### config.mk
export PLATFORM = sky130hd
export DESIGN_NAME = switch_debounce
export DESIGN_NICKNAME = d
export VERILOG_FILES = /design/src/rtl/switch_debounce_pkg.sv /design/src/rtl/switch_debounce_sync2.sv /design/src/rtl/switch_debounce.sv
export SDC_FILE = /design/constraint.sdc
export NUM_CORES = 1
export LEC_CHECK = 0
export CAP_MARGIN = 15
export CORE_ASPECT_RATIO = 1.1
export CORE_MARGIN = 10
export CORE_UTILIZATION = 57
export DETAILED_ROUTE_END_ITERATION = 6
export DONT_BUFFER_PORTS = 1
export PLACE_DENSITY = 0.69
export SLEW_MARGIN = 20
export SYNTH_ARGS = -nofsm -noshare
export SYNTH_HDL_FRONTEND = slang
export SYNTH_SLANG_ARGS = --single-unit
### constraint.sdc
create_clock -name clk -period 3 [get_ports clk]
set_clock_uncertainty 0.05 [all_clocks]
set_input_delay 0.6 -clock clk [delete_from_list [all_inputs] [get_ports clk]]
set_output_delay 0.6 -clock clk [all_outputs]
set_load 0.02 [all_outputs]
### src/rtl/switch_debounce_pkg.sv
// Shared constants and helpers for the switch conditioning path.
// Provides default widths/timing and a clog2 used for counter sizing.
package switch_debounce_pkg;

  localparam int SW_WIDTH            = 6;
  localparam int DEBOUNCE_CYCLES_DEF = 1000000;

  // Bits needed to hold values 0..v-1, never less than 1.
  function automatic int clog2(input int v);
    int r;
    r = 0;
    while ((1 << r) < v) r++;
    return (r < 1) ? 1 : r;
  endfunction

endpackage

### src/rtl/switch_debounce_sync2.sv
// Two-flop synchroniser for asynchronous level inputs (switches, buttons).
// Ports: clk, reset (sync, high), d (async in), q (synchronised out).
module switch_debounce_sync2 #(
  parameter int WIDTH = 1
) (
  input  logic             clk,
  input  logic             reset,
  input  logic [WIDTH-1:0] d,
  output logic [WIDTH-1:0] q
);

  logic [WIDTH-1:0] s1;

  always_ff @(posedge clk) begin
    if (reset) begin
      s1 <= '0;
      q  <= '0;
    end else begin
      s1 <= d;
      q  <= s1;
    end
  end

endmodule

### src/rtl/switch_debounce.sv
// Whole-vector switch debouncer with change/rise/fall strobes and count.
// Ports: clk, reset, switch in; switch_stable, change, rise, fall, change_count.
module switch_debounce
  import switch_debounce_pkg::*;
#(
  parameter int WIDTH           = SW_WIDTH,
  parameter int DEBOUNCE_CYCLES = DEBOUNCE_CYCLES_DEF,
  parameter int COUNT_W         = 8
) (
  input  logic               clk,
  input  logic               reset,
  input  logic [WIDTH-1:0]   switch,
  output logic [WIDTH-1:0]   switch_stable,
  output logic               change,
  output logic [WIDTH-1:0]   rise,
  output logic [WIDTH-1:0]   fall,
  output logic [COUNT_W-1:0] change_count
);

  localparam int CNT_W = clog2(DEBOUNCE_CYCLES + 1);
  localparam logic [CNT_W-1:0] LAST = CNT_W'(DEBOUNCE_CYCLES - 1);

  logic [WIDTH-1:0] s2;
  logic [WIDTH-1:0] cand;
  logic [CNT_W-1:0] cnt;

  switch_debounce_sync2 #(
    .WIDTH(WIDTH)
  ) u_sync (
    .clk  (clk),
    .reset(reset),
    .d    (switch),
    .q    (s2)
  );

  always_ff @(posedge clk) begin
    if (reset) begin
      cand          <= '0;
      cnt           <= '0;
      switch_stable <= '0;
      change        <= 1'b0;
      rise          <= '0;
      fall          <= '0;
      change_count  <= '0;
    end else begin
      change <= 1'b0;
      rise   <= '0;
      fall   <= '0;
      if (s2 != cand) begin
        // Any movement of the synchronised vector restarts qualification.
        cand <= s2;
        cnt  <= '0;
      end else if (cand != switch_stable) begin
        if (cnt == LAST) begin
          switch_stable <= cand;
          cnt           <= '0;
          change        <= 1'b1;
          rise          <= cand & ~switch_stable;
          fall          <= ~cand & switch_stable;
          change_count  <= change_count + 1'b1;
        end else begin
          cnt <= cnt + 1'b1;
        end
      end else begin
        cnt <= '0;
      end
    end
  end

endmodule

==> metrics.cfg <==
[status]
status=complete, no violations

[die]
num_io_pins=35
rows=27
die_h_um=94.8
die_w_um=88.0
core_um2=4970
die-area_um2=8350
initial_core_util_pct=58.4

[sta]
grt_setup_unrepaired=no
maxSlewViolCount=0
slew_headroom_pct=56.7
tns_ns=0
clock.fmax_ghz=0.424
tightest_slew_ns=0.646
post-route-period-util_pct=78.6
setup_viol=0
hold_viol=0
fin_crit_ns=2.36

[critical_path]
cp_max_fo=33
arrival_ns=2.52
end_kind=flip-flop
rr_startpoint=switch_stable[3]
reg2reg_depth=7
cp-start-kind=flip-flop
cp_data_required_time_ns=3.16
crit_start=switch_stable[3]
worstSetupPathType=flip-flop to flip-flop

[global_routing]
grt_max_degree=48
antenna_found_initial=0
grt-ovfl-total=0
grt_use_total_pct=13.5
grt_pass1_wl_mm=8.89
grt_pass1_vias=1904

[yosys]
async_flop_share_pct=0
synthTopCellsByCount=65 x dfxtp_1, 26 x inv_1, 26 x nor3_1, 25 x nor2b_1
yosysSeqAreaShare_pct=44.8
yosys_warnings=0
yosysTopAreaCellShare_pct=44.8
yosysTopAreaCell=dfxtp_1
synth.distinct_cells=36
synth-edff-count=0
syn_avg_cell_area_um2=9.54
synthCells=304
syn_nets=326
syn-cell-area_um2=2900
ys_ff_latch=65
post-synth-top-count-cell=dfxtp_1
synth_flop_cell=dfxtp_1
ys_top_cells_by_area=dfxtp_1 45%, ha_1 6.0%, nor2b_1 5.4%

[clocking]
cts_buffer_depth=2
hold_buffers=0
cts_sinks=65
post_cts_buffers=0
clk_pin_slew_ns=0.08
cts_buffers=9
clockRootBuffer=clkbuf_8
ctsResizeCount=0
tritoncts=built
clk_latency_ns=0.35
htreeDepth=3

[route]
drt_iter0_markers=88
wl_met2_mm=2.42
wl_met3_um=382
vias=2031
wl_per_cell_um=14.9
route.detailed.drc=0
wl_met1_mm=2.56
dr.max_layer_used=met4
ant_nets=0
via_per_inst=5.55
drtPass1Iterations=5
drt-total-wl_mm=5.45

[min_path]
hp-start=reset
hold_path.class=input pin to flip-flop
hold_depth=1

[final_layout]
area_growth_pct=9.53
multi_input_area_um2=1440
num_antenna_cells=0
post-route-util_pct=64.0
regArea_um2=1300
drive_above_1_share_pct=8.12
nets=325
fillerInstances=412

[power]
power_mw=1.82
cellPowerDensity_nw_per_um2=573
vdd_drop_max_mv=0.604
power_leakage_nw=1.10

[placed_design]
hpwl_mm=3.66
finalWeightedCongestion=0.813
io_buffers=0

[flow_run]
drv_cap=0

## layer usage
metal  vias up  GRT usage (%)
li1       1038              -
met1       934           16.8
met2        49           19.6
met3        10           5.68
met4         0           6.68
met5         -              0
## cell usage in the layout, fill, tap and decap left out
cell type,count
bufinv_16,3
buf_4,3
inv_1,26
and3_1,5
nand3_1,12
nor2_1,11
mux2_1,6
clkbuf_1,1
o21ai_0,4
inv_6,1
nor3b_1,1
nor3b_2,1
xor2_1,7
or4_1,5
nand4_2,1
mux2_4,1
nand4_1,10
clkinvlp_4,1
nor3_1,26
or3_1,5
clkbuf_8,9
nand4b_4,1
nor4b_4,1
o211ai_1,1
ha_1,14
a211oi_1,7
and4_1,2
o31ai_1,3
dfxtp_1,65
nor4b_2,1
nand2b_1,14
nand4bb_1,1
xnor2_1,10
nand2_1,6
clkinv_4,1
mux2i_1,7
nor4_1,6
and2_1,3
nor4_4,1
nor2b_1,25
## power by group
part	internal (mW)	switching [mW]
logic	0.0192	0.0239
registers	0.873	0.00644
clock network	0.556	0.343
## flip-flops by register name (all words and copies together), names as in the netlist
name           cells
change             1
rise               6
cnt               20
change_count       8
fall               6
switch_stable      6
u_sync.q           6
cand               6
u_sync.s1          6
## stage by stage
stage	cells	area (µm²)	setup WS (ns)	hold WS [ns]
final	366	3180	0.641	0.268
after CTS	366	3180	0.621	0.253
after floorplan	304	2900	0.765	0.364
after global placement	350	2940	0.698	0.369
after global routing	366	3180	0.437	0.246
after detailed placement	350	2940	0.660	0.370
## final cells by class
class	count	share of cell area, %
well taps	58	2.28
inverters	26	3.07
repair buffers	3	0.709
clock buffers	10	4.02
multi-input cells	198	45.4
flip-flops and latches	65	40.9
clock inverters	6	3.62
## final timing paths
check / to / slack (ns)
max: cnt[0] / 0.64
min: u_sync.q[2] / 0.27
max reg2reg: cnt[0] / 0.64
min reg2reg: u_sync.q[2] / 0.38
## cells by family after synthesis
| kind of cell | synth area share (%) |
|---|---|
| compound gates | 3.54 |
| simple gates | 29.7 |
| mux | 5.26 |
| xor+xnor | 5.13 |
| buf+inv | 5.48 |
| fa+ha+maj | 6.04 |
| flops | 44.8 |
## critical path, stage by stage, from the launching register on
cell	delay, ns
dfxtp_1	0.52
inv_1	0.09
ha_1	0.31
nand4_1	0.09
o211ai_1	0.54
or3_1	0.19
buf_4	0.32
nor3_1	0.11
No activity file was read; power rests on OpenSTA's default activity.
